### src/rtl/pds_pkg.sv
// Shared definitions for pattern_detect_sched: per-channel "101" context
// encoding and the single-step context transition / match function.
package pds_pkg;

  // Prefix of "101" seen so far on one channel.
  typedef enum logic [1:0] {
    CTX_IDLE  = 2'd0,  // no useful prefix
    CTX_GOT1  = 2'd1,  // "1"
    CTX_GOT10 = 2'd2   // "10"
  } ctx_e;

  typedef struct packed {
    ctx_e next;
    logic match;
  } ctx_step_t;

  // Advance one context by one received bit. Match flags the bit that
  // completes "101"; landing in GOT1 keeps overlapping patterns alive.
  function automatic ctx_step_t ctx_step(input ctx_e cur, input logic b);
    ctx_step_t r;
    r.match = 1'b0;
    case (cur)
      CTX_IDLE:  r.next = b ? CTX_GOT1 : CTX_IDLE;
      CTX_GOT1:  r.next = b ? CTX_GOT1 : CTX_GOT10;
      CTX_GOT10: begin
        r.next  = b ? CTX_GOT1 : CTX_IDLE;
        r.match = b;
      end
      default:   r.next = CTX_IDLE;
    endcase
    return r;
  endfunction

endpackage

### src/rtl/pds_rr_arbiter.sv
// Round-robin one-hot grant: first requesting channel at or above the
// pointer, wrapping from N-1 to 0. Purely combinational.
module pds_rr_arbiter #(
  parameter int N     = 4,
  parameter int PTR_W = $clog2(N)
) (
  input  logic [N-1:0]     req,
  input  logic [PTR_W-1:0] pointer,
  input  logic             en,
  output logic [N-1:0]     grant
);

  logic found;
  int   idx;

  // Scan N slots starting at the pointer and grant the first requester.
  always_comb begin
    // NOTE: every variable gets a default before any branch, so no path
    // leaves a value unassigned and no latch is inferred.
    grant = '0;
    found = 1'b0;
    idx   = 0;
    for (int i = 0; i < N; i++) begin
      idx = int'(pointer) + i;
      if (idx >= N) idx = idx - N;
      if (en && !found && req[idx]) begin
        grant[idx] = 1'b1;
        found      = 1'b1;
      end
    end
  end

endmodule

### src/rtl/pattern_detect_sched.sv
// pattern_detect_sched: round-robin scheduler over NUM_CH serial
// requesters, each with a private "101" detector context. A detection is
// reported one cycle after the completing bit is accepted.
// Optional build macro PDS_COUNT_EN adds saturating per-channel match
// counters readable through cnt_sel/cnt_data.
module pattern_detect_sched
  import pds_pkg::*;
#(
  parameter int NUM_CH = 4,
  parameter int CNT_W  = 8,
  localparam int PTR_W = $clog2(NUM_CH)
) (
  input  logic              clk,
  input  logic              reset,
  input  logic              enable,
  input  logic              clr,
  input  logic [NUM_CH-1:0] ch_valid,
  input  logic [NUM_CH-1:0] ch_bit,
  output logic [NUM_CH-1:0] ch_ready,
  output logic              det_valid,
  output logic [PTR_W-1:0]  det_ch
`ifdef PDS_COUNT_EN
  ,
  input  logic [PTR_W-1:0]  cnt_sel,
  output logic [CNT_W-1:0]  cnt_data
`endif
);

  if (NUM_CH < 2 || NUM_CH > 8 || CNT_W < 1) begin : g_bad_params
    $error("pattern_detect_sched: NUM_CH must be 2..8 and CNT_W >= 1");
  end

  ctx_e             ctx_q [NUM_CH];
  logic [PTR_W-1:0] ptr_q, ptr_d;
  logic             det_valid_q;
  logic [PTR_W-1:0] det_ch_q;

  logic             xfer;
  logic [PTR_W-1:0] xfer_idx;
  ctx_step_t        step;
  logic             match;

  // Clear wins over enable: no grant, hence no transfer, while clr is high.
  pds_rr_arbiter #(
    .N     (NUM_CH),
    .PTR_W (PTR_W)
  ) u_arb (
    .req     (ch_valid),
    .pointer (ptr_q),
    .en      (enable & ~clr),
    .grant   (ch_ready)
  );

  // Decode the granted channel, step its context and form the next pointer.
  always_comb begin
    xfer     = |ch_ready;
    xfer_idx = '0;
    for (int k = 0; k < NUM_CH; k++) begin
      if (ch_ready[k]) xfer_idx = PTR_W'(k);
    end
    step  = ctx_step(ctx_q[xfer_idx], ch_bit[xfer_idx]);
    match = xfer & step.match;
    if (!xfer)
      ptr_d = ptr_q;
    else if (xfer_idx == PTR_W'(NUM_CH - 1))
      ptr_d = '0;
    else
      ptr_d = xfer_idx + PTR_W'(1);
  end

  // Contexts, pointer and detection report.
  always_ff @(posedge clk or posedge reset) begin
    if (reset) begin
      // NOTE: the context array is reset element by element because a
      // stale prefix after reset would produce a false detection.
      for (int k = 0; k < NUM_CH; k++) ctx_q[k] <= CTX_IDLE;
      ptr_q       <= '0;
      det_valid_q <= 1'b0;
      det_ch_q    <= '0;
    end else if (clr) begin
      for (int k = 0; k < NUM_CH; k++) ctx_q[k] <= CTX_IDLE;
      ptr_q       <= '0;
      det_valid_q <= 1'b0;
    end else begin
      // NOTE: non-blocking assignments so every register samples the
      // pre-edge values regardless of statement order.
      if (xfer) ctx_q[xfer_idx] <= step.next;
      ptr_q       <= ptr_d;
      det_valid_q <= match;
      if (match) det_ch_q <= xfer_idx;
    end
  end

  assign det_valid = det_valid_q;
  assign det_ch    = det_ch_q;

`ifdef PDS_COUNT_EN
  logic [CNT_W-1:0] cnt_q [NUM_CH];

  // Saturating per-channel match counters.
  always_ff @(posedge clk or posedge reset) begin
    if (reset) begin
      for (int k = 0; k < NUM_CH; k++) cnt_q[k] <= '0;
    end else if (clr) begin
      for (int k = 0; k < NUM_CH; k++) cnt_q[k] <= '0;
    end else if (match && (cnt_q[xfer_idx] != '1)) begin
      cnt_q[xfer_idx] <= cnt_q[xfer_idx] + CNT_W'(1);
    end
  end

  // Counter read port; selects past the last channel read as zero.
  always_comb begin
    cnt_data = '0;
    if (int'(cnt_sel) < NUM_CH) cnt_data = cnt_q[cnt_sel];
  end
`endif

endmodule

### config.mk
export PLATFORM = sky130hd
export DESIGN_NAME = pattern_detect_sched
export DESIGN_NICKNAME = d
export VERILOG_FILES = /design/src/rtl/pds_pkg.sv /design/src/rtl/pds_rr_arbiter.sv /design/src/rtl/pattern_detect_sched.sv
export SDC_FILE = /design/constraint.sdc
export NUM_CORES = 1
export LEC_CHECK = 0
export CAP_MARGIN = 5
export CELL_PAD_IN_SITES_DETAIL_PLACEMENT = 1
export CELL_PAD_IN_SITES_GLOBAL_PLACEMENT = 1
export CORE_AREA = 4 4 62 64
export CTS_BUF_LIST = sky130_fd_sc_hd__clkbuf_2 sky130_fd_sc_hd__clkbuf_4 sky130_fd_sc_hd__clkbuf_8
export CTS_CLUSTER_SIZE = 28
export DETAILED_ROUTE_END_ITERATION = 6
export DIE_AREA = 0 0 66 68
export HOLD_SLACK_MARGIN = 0.05
export PLACE_DENSITY = 0.79
export SYNTH_ARGS = -nofsm -noshare
export SYNTH_HDL_FRONTEND = slang
export SYNTH_SLANG_ARGS = --single-unit
export TNS_END_PERCENT = 10
### constraint.sdc
create_clock -name clk -period 2.9 [get_ports clk]
set_input_delay 0.87 -clock clk [delete_from_list [all_inputs] [get_ports clk]]
set_output_delay 0.87 -clock clk [all_outputs]
set_load 0.05 [all_outputs]
# Yosys cells after proc, flatten, opt, wreduce, memory -nomap -nowiden
# Index checks and enable logic that the tools add are counted.
[word_totals]
ff_bits = 13
inputBits = 12
output_inout_bits = 7
wordCells = 112
[op_classes]
n_addsub = 8
n_lt_le_gt_ge = 15
eq_ne = 3
n_mux = 52
n_bitwise = 7
reduce_logical = 20
[op_table]
columns = ["operator", "count"]
rows = [
  [">= comparator 32 x 1 -> 1 bit (second input constant)", 4],
  ["less-than comparator 32 x 4 -> 1 bit (second input constant)", 4],
  ["two-way mux 32 bit", 4],
  [">= comparator 32 x 4 -> 1 bit (second input constant)", 3],
  ["subtractor 32 x 4 -> 32 bit (second input constant)", 3],
  ["two-way mux 1 bit", 20],
  ["two-way mux 2 bit", 9],
  ["two-way mux 4 bit", 4],
  ["two-way mux 8 bit", 2],
  ["logical AND 1 bit", 12],
  ["OR 4 bit", 3],
  ["binary-select mux 1 bit (select 2 bit)", 5],
  ["bitwise mux 8 bit", 1],
  ["demux 1 bit (select 2 bit)", 4],
  ["adder 2 x 2 -> 3 bit (second input constant)", 2],
  ["binary-select mux 2 bit (select 2 bit)", 1],
  ["demux 2 bit (select 2 bit)", 1],
  ["equality test 2 bit (second input constant)", 2],
  ["case mux 2 bit (2 select lines)", 1],
  ["OR reduction 4 bit", 1],
  ["subtractor 2 x 3 -> 4 bit (second input constant)", 1],
  ["adder 2 x 1 -> 3 bit (second input constant)", 1],
  [">= comparator 2 x 3 -> 1 bit (second input constant)", 1],
  [">= comparator 3 bit (second input constant)", 1],
  ["12 further kinds", 15],
]

# Logic depth before layout (Yosys ltp)
# Gate-level depths: netlist of run 1.
[depth]
ltp_word = 32
mapped_depth = 12
ltp_nobuf = 12

# Hierarchy
# From an unflattened synthesis of run 1, not the netlist that was laid out.
[unflattened]
hier_cells = 110
hier_area_um2 = 1132.3
[modules_own_cells]
columns = ["module", "instances", "cells_each", "area_per_inst_um2", "seq_area_each_um2"]
rows = [
  ["pattern_detect_sched", 1, 67, 748.2, 325.3],
  ["pds_rr_arbiter", 1, 43, 384.1, 0.0],
]

# Least setup slack after synthesis of run 1
# Ideal clock, no wire load.
[synth_path]
path_type = "input -> output"
from = "in ch_valid[1]"
to = "out ch_ready[3]"
t_arrival_ps = 2504
required_ps = 2030
path_slack_ps = -474
path_stages = 5
path_buffers = 0
cell_sequence = "or3b_1 -> o22ai_2 -> a22oi_1 -> o21a_2 -> nor2_1"
[synth_between]
elab_chain_cells = 17
elab_cells_between_ends = 32
cone_classes = "mux: 19; bitwise: 3; reduce/logical: 10"
[synth_rtl]
columns = ["element", "line", "rtl"]
rows = [
  ["start, declared", "pattern_detect_sched.sv:17", "input logic [NUM_CH-1:0] ch_valid,"],
  ["binary-select mux 1 bit (select 2 bit)", "pds_rr_arbiter.sv:26", "if (en && !found && req[idx]) begin"],
  ["two-way mux 1 bit (not written as such) (2 in a row)", "pds_rr_arbiter.sv:26", ""],
  ["logical AND 1 bit", "pds_rr_arbiter.sv:26", ""],
  ["two-way mux 1 bit", "pds_rr_arbiter.sv:26", ""],
  ["zero test 1 bit", "pds_rr_arbiter.sv:26", ""],
  ["logical AND 1 bit (2 in a row)", "pds_rr_arbiter.sv:26", ""],
  ["two-way mux 1 bit", "pds_rr_arbiter.sv:26", ""],
  ["zero test 1 bit", "pds_rr_arbiter.sv:26", ""],
  ["logical AND 1 bit (2 in a row)", "pds_rr_arbiter.sv:26", ""],
  ["two-way mux 1 bit", "pds_rr_arbiter.sv:26", ""],
  ["zero test 1 bit", "pds_rr_arbiter.sv:26", ""],
  ["logical AND 1 bit (2 in a row)", "pds_rr_arbiter.sv:26", ""],
  ["two-way mux 4 bit *", "pds_rr_arbiter.sv:26", ""],
  ["end, declared", "pattern_detect_sched.sv:19", "output logic [NUM_CH-1:0] ch_ready,"],
]
# Every way passes the cells marked *; elsewhere a longest branch is shown, timed or not. The select of a mux whose other input is x is not followed.

# Final worst setup path of run 1
# Ends and elaborated chain as after synthesis.

==> reports/metrics.yaml, run 1 <==
finish:
  fin_util_pct: 59.70
  fin_nets: 192
  areaGrowthSynthToFinish_pct: 59.09
  insertedDiodeCount: 0
  layout.cells.most_common_list: "buf_4, dfrtp_1, ha_1, buf_6, clkdlybuf4s50_1"
  design_area_sq_mm: 0.001961
  multi_input_area_sq_mm: 0.001005
  layout_commonest_cell: "buf_4"
  fill_cells: 355
  drive_gt1_share_pct: 52.69
  seq_area_sq_um: 325.3
routing:
  detail-route-antenna-nets: 0
  viasPerCell: 5.385
  drt_iter0_markers: 52
  vias: 1147
  drc: 0
  drt-total-wl_um: 4257
  drt_first_pass_iters: 4
  wl_per_cell_um: 19.99
cts:
  clock-sinks: 13
  cts.clk_slew.worst_paths_ns: 0.08
  cts_hold_buf: 0
  cts_buffers: 3
  insertion_delay_ns: 0.29
  cts_tree: "done"
  clk_root_buffer_cell: "clkbuf_4"
  htreeDepth: 1
  cts_buffer_depth: 2
synth:
  synth_area_leaders: "dfrtp_1, ha_1, mux4_2, a22o_1, a22oi_1"
  synth-edff-count: 0
  synth_flop_cell: "dfrtp_1"
  yosysSeqAreaShare_pct: 26.40
  synth_top_cell_by_area: "dfrtp_1"
  synth_cells: 113
  synth_warnings: 0
  ys_seq_elements: 13
  synth_cell_types: 43
  async_flop_share_pct: 100.0
  synth_top_area_share_pct: 26.40
  syn_avg_cell_area_sq_um: 10.91
  synth_nets: 137
  synth_area_sq_mm: 0.001232
power_and_ir_drop:
  leakagePower_nw: 0.8659
  ir_worst_vdd_uv: 338.2
  fin_total_pwr_w: 0.001480
  p_per_area_mw_per_mm2: 754.7
sta:
  finalMaxSlewViolations: 0
  fmax_mhz: 313.2
  rsz0062_at_grt: "yes"
  finalHoldViolCount: 0
  worst_pin_slew_ns: 0.5157
  worst_slack_ns: -0.2925
  max-slew-margin-rel_pct: 65.58
  fin_crit_ns: 3.192
  fin_skew_ns: 0.005645
  setup_viol: 16
  fin_crit_sh_pct: 110.1
place:
  hpwl_um: 3065
  placed_area_sq_mm: 0.001698
  port_buffers: 18
  routabilityCongestion: 0.8329
worst_setup_path:
  crit_start: "ch_valid[1]"
  r2r_start: "ptr_q[0]"
  r2r_slack_ns: -0.18
  crit_type: "input pin to output port"
  r2r-end: "ctx_q[5]"
  arrival_ns: 2.32
  crit_end: "ch_ready[3]"
  crit_path_max_fanout: 6
  setup.worst_path.start_class: "input pin"
  rr_worst_depth: 12
  cp.required_ns: 2.03
  cp-end-kind: "output port"
floorplanning:
  fp.dieW_um: 66
  die_h_um: 68
  start_util_pct: 37.52
  die-area_sq_mm: 0.004488
  core_sq_mm: 0.003284
  fp-row-count: 21
  ios: 19
global_routing:
  antenna_found_initial: 0
  track_usage_pct: 21.07
  grt_max_degree: 14
  grt_pass1_wl_um: 6982
  grt.overflow.total: 0
  grt_pass1_vias: 1352
run_status:
  status: "finished, violations left"
  violations: "negative setup slack"
worst_hold_path:
  hp-class: "flop to flop"
job:
  maxCapViolations: 0
## metrics by stage
step                hold WS [ns]  worst slack, ns  TNS, ns  instances
floorplan                 0.4662          -0.3748   -4.287        113
global placement          0.4888          -0.7644   -11.90        200
detailed placement        0.4935          -0.9347   -13.98        200
CTS                       0.5232          -0.2660   -2.621        213
global route              0.5370          -0.3740   -4.894        213
finish                    0.5268          -0.2925   -3.233        213
## per-layer routing
layer  routed length (um)  share of wire, %  up-vias  track usage (%)
met4                   71               1.7        0            7.107
li1                     -                 -      543                -
met1                 1869                44      563            25.05
met5                    0                 0        -                0
met3                  147               3.5        7            4.105
met2                 2169                51       34            38.05
## final cells by class
cell class,count,area share (%)
multi-input cells,90,51.24
repair buffers,51,25.97
flip-flops and latches,13,16.59
well taps,46,2.936
inverters,9,1.723
clock buffers,4,1.532
## kinds of logic (layout without fill, tap and decap cells)
kind of cell	Yosys count	count (layout)	share of synthesized area, %
adders and majority gates	12	12	12.18
muxes	12	12	14.11
buffers and inverters	10	64	3.147
DFF	13	13	26.40
AOI/OAI and AO/OA	38	38	28.22
and+or+nand+nor	28	28	15.94
## sequential cells by signal (all words and copies together) (netlist names)
name / cells
det_ch: 2
det_valid: 1
ptr_q: 2
ctx_q: 8
## how the worst min path moves through the flow
stage	startpoint	to	slack (ns)	depth (start not counted)
2_1_floorplan	ctx_q[7]	ctx_q[7]	0.47	1
3_3_place_gp	det_ch[0]	det_ch[0]	0.49	1
3_5_place_dp	det_ch[0]	det_ch[0]	0.49	1
4_1_cts	ctx_q[7]	ctx_q[7]	0.52	1
5_1_grt	det_ch[0]	det_ch[0]	0.54	1
6_report	det_ch[0]	det_ch[0]	0.53	1
## power by group
part           switching (W)  leakage, nW  internal, W
sequential         0.0000197        0.179     0.000209
combinational       0.000582        0.668     0.000539
clock              0.0000663       0.0184    0.0000630
## critical path: stages
cell     delay, ns
buf_8         0.11
nor2b_1       0.13
mux4_2        0.57
a22oi_2       0.23
o21a_2        0.22
nor2_4        0.05
buf_12        0.14
## timing repair
item	in CTS	in global routing
setup buffers	9	0
gates resized for setup	56	5
pin swaps	15	3
endpoints found under the hold margin	0	0
setup endpoints to repair	17	17
## synthesized netlist by cell type (all sizes together), types with 2 or more instances
| cell | n |
|---|---|
| dfrtp | 13 |
| ha | 12 |
| inv | 9 |
| a22oi | 8 |
| nor2b | 8 |
| a22o | 7 |
| mux2 | 7 |
| o21ai | 6 |
| a21oi | 5 |
| or3 | 5 |
| mux4 | 3 |
| nand2 | 3 |
| nor2 | 3 |
| o221a | 3 |
| o22ai | 3 |
| mux2i | 2 |
| o21a | 2 |
| o221ai | 2 |
(Power assumes the default switching activity.)
==> run 2, diff against run 1 <==
Settings changed: CORE_AREA 4 4 62 64 to 4 4 58 60, DIE_AREA 0 0 66 68 to 0 0 62 64, PLACE_DENSITY 0.79 to unset, PLACE_DENSITY_LB_ADDON set to 0.1.
Clock period 2.9 ns to 3 ns, I/O delays scaled along.
==> reports/metrics.yaml, run 2 (synthesized netlist as in run 1, its figures left out) <==
global_routing:
  use_met1_pct: 28.86  # was 25.05%
  antenna_found_initial: 0  # unchanged
  use_met2_pct: 37.56  # was 38.05%
  track_usage_pct: 21.65  # was 21.07%
  grt.overflow.total: 0  # unchanged
  grt_pass1_wl_um: 6437  # was 6982 um
  grt_max_degree: 14  # unchanged
  met3_usage_pct: 2.626  # was 4.105%
  grt_pass1_vias: 1264  # was 1,352
  busiest_layer: "met2"  # unchanged
floorplanning:
  die-area_sq_mm: 0.003968  # was 0.004488 sq mm
  die_h_um: 64  # was 68 um
  fp.dieW_um: 62  # was 66 um
  core_sq_mm: 0.002928  # was 0.003284 sq mm
  ios: 19  # unchanged
  start_util_pct: 42.09  # was 37.52%
  fp-row-count: 20  # was 21
finish:
  top_register: "ctx_q"  # unchanged
  insertedDiodeCount: 0  # unchanged
  layout.cells.most_common_list: "buf_4, dfrtp_1, ha_1, clkdlybuf4s50_1, inv_1"  # was buf_4, dfrtp_1, ha_1, buf_6, clkdlybuf4s50_1
  multi_input_area_sq_um: 959.7  # was 0.001005 sq mm
  fin_util_pct: 63.50  # was 59.70%
  layout_commonest_cell: "buf_4"  # unchanged
  design_area_sq_mm: 0.001859  # was 0.001961 sq mm
  fin_nets: 189  # was 192
  fill_cells: 303  # was 355
  largest_register_ffs: 8  # unchanged
  areaGrowthSynthToFinish_pct: 50.86  # was 59.09%
  drive_gt1_share_pct: 46.95  # was 52.69%
  seq_area_sq_um: 325.3  # unchanged
worst_setup_path:
  critPathBufInv: 3  # was 2
  cp_slowest_cell: "mux4_2"  # unchanged
  crit_type: "input pin to output port"  # unchanged
  cp-end-kind: "output port"  # unchanged
  critPathMaxStageDelay_ns: 0.57  # about the same
  cp.required_ns: 2.10  # was 2.03 ns
  setup.worst_path.start_class: "input pin"  # unchanged
  arrival_ns: 2.36  # was 2.32 ns
  crit_path_max_fanout: 6  # unchanged
  worstPathCellList: "buf_8, nor2b_1, mux4_2, a22oi_2, nor2_1, o21ai_1, inv_1, buf_6"  # was buf_8, nor2b_1, mux4_2, a22oi_2, o21a_2, nor2_4, buf_12
  crit_family: "multiplexers"  # unchanged
place:
  dp_slack_ns: -0.8600  # was -0.9347 ns
  hpwl_um: 2902  # was 3065 um
  routabilityCongestion: 0.8563  # was 0.8329
  placed_area_sq_mm: 0.001689  # was 0.001698 sq mm
  port_buffers: 18  # unchanged
power_and_ir_drop:
  ir_worst_vdd_uv: 475.4  # was 338.2 uV
  fin_total_pwr_w: 0.001343  # was 0.001480 W
  p_per_area_mw_per_mm2: 722.5  # was 754.7 mW/mm^2
  leakagePower_nw: 0.8314  # was 0.8659 nW
routing:
  vias: 1105  # was 1,147
  wl_per_cell_um: 19.21  # was 19.99 um
  drc: 0  # unchanged
  drt_iter0_markers: 31  # was 52
  drt-total-wl_um: 3784  # was 4257 um
  drt_first_pass_iters: 4  # unchanged
  viasPerCell: 5.609  # was 5.385
  detail-route-antenna-nets: 0  # unchanged
sta:
  max-slew-margin-rel_pct: 66.40  # was 65.58%
  fin_tns_setup_ns: -1.762  # was -3.233 ns
  fmax_mhz: 306.8
  fin_crit_sh_pct: 108.6
  fin_skew_ns: 0.001409  # was 0.005645 ns
  setup_viol: 14  # was 16
  worst_slack_ns: -0.2594  # was -0.2925 ns
  finalHoldViolCount: 0  # unchanged
  fin_crit_ns: 3.259
  rsz0062_at_grt: "yes"  # unchanged
  worst_pin_slew_ns: 0.5025  # was 0.5157 ns
  finalMaxSlewViolations: 0  # unchanged
job:
  maxCapViolations: 0  # unchanged
cts:
  clock-sinks: 13  # unchanged
  cts.clk_slew.worst_paths_ns: 0.08  # about the same
  cts_buffer_depth: 2  # unchanged
  cts_hold_buf: 0  # unchanged
  htreeDepth: 1  # unchanged
  cts_tree: "done"  # unchanged
  clk_root_buffer_cell: "clkbuf_4"  # unchanged
  cts_buffers: 3  # unchanged
  insertion_delay_ns: 0.28  # was 0.29 ns
run_status:
  violations: "negative setup slack"  # unchanged
  status: "finished, violations left"  # unchanged
worst_hold_path:
  hp-class: "flop to flop"  # unchanged
## run 2: worst paths after layout
check	from	endpoint	slack (ns)	depth (start not counted)
worst min-delay path	ctx_q[6]	ctx_q[6]	0.52	1
worst max-delay path	ch_valid[0]	ch_ready[0]	-0.26	8
min in group asynchronous	reset	ctx_q[5]	0.93	2
worst min register to register	ctx_q[6]	ctx_q[6]	0.52	1
worst max register to register	ptr_q[1]	ctx_q[4]	-0.02	12
max in group asynchronous	reset	ctx_q[1]	1.76	2
## run 2: worst register-to-register path, stage by stage, from the launching register on
cell      delay, ns
dfrtp_1        0.35
inv_1          0.08
ha_4           0.28
mux4_2         0.53
buf_4          0.18
nor2_1         0.09
inv_1          0.07
o22ai_4        0.13
buf_6          0.16
mux2_4         0.33
o221a_1        0.27
a211oi_2       0.31
a22o_1         0.18
## run 2: layer usage
metal / wire length (um) / part of all wire, % / up-vias
met5: 0 / 0 / -
met4: 14 / 0.37 / 0
met3: 139 / 3.7 / 6
met2: 1954 / 52 / 24
met1: 1676 / 44 / 535
li1: - / - / 540
## run 2: cell type report
| type | count | share of cell area (%) |
|---|---|---|
| multi-input combinational | 90 | 51.62 |
| timing repair buffer | 48 | 25.24 |
| sequential | 13 | 17.50 |
| tap | 33 | 2.221 |
| inverter | 9 | 1.817 |
| clock buffer | 4 | 1.615 |
## run 2: per-stage QoR
step | hold slack [ns] | instances
after floorplan | 0.4662 | 113
after global placement | 0.4791 | 188
after detailed placement | 0.4950 | 188
after CTS | 0.5153 | 197
after global routing | 0.5452 | 197
final | 0.5184 | 197
## run 2: where the power goes
group	internal, W	switching, W	total (W)	leakage, nW
Sequential	0.000202	0.0000174	0.000219	0.179
Combinational	0.000483	0.000522	0.00100	0.634
Clock	0.0000606	0.0000584	0.000119	0.0184
## run 2: what timing repair did
item | CTS | global route
pin swaps | 8 | 2
gates resized for setup | 40 | 4
setup endpoints to repair | 17 | 17
setup buffers | 5 | 0
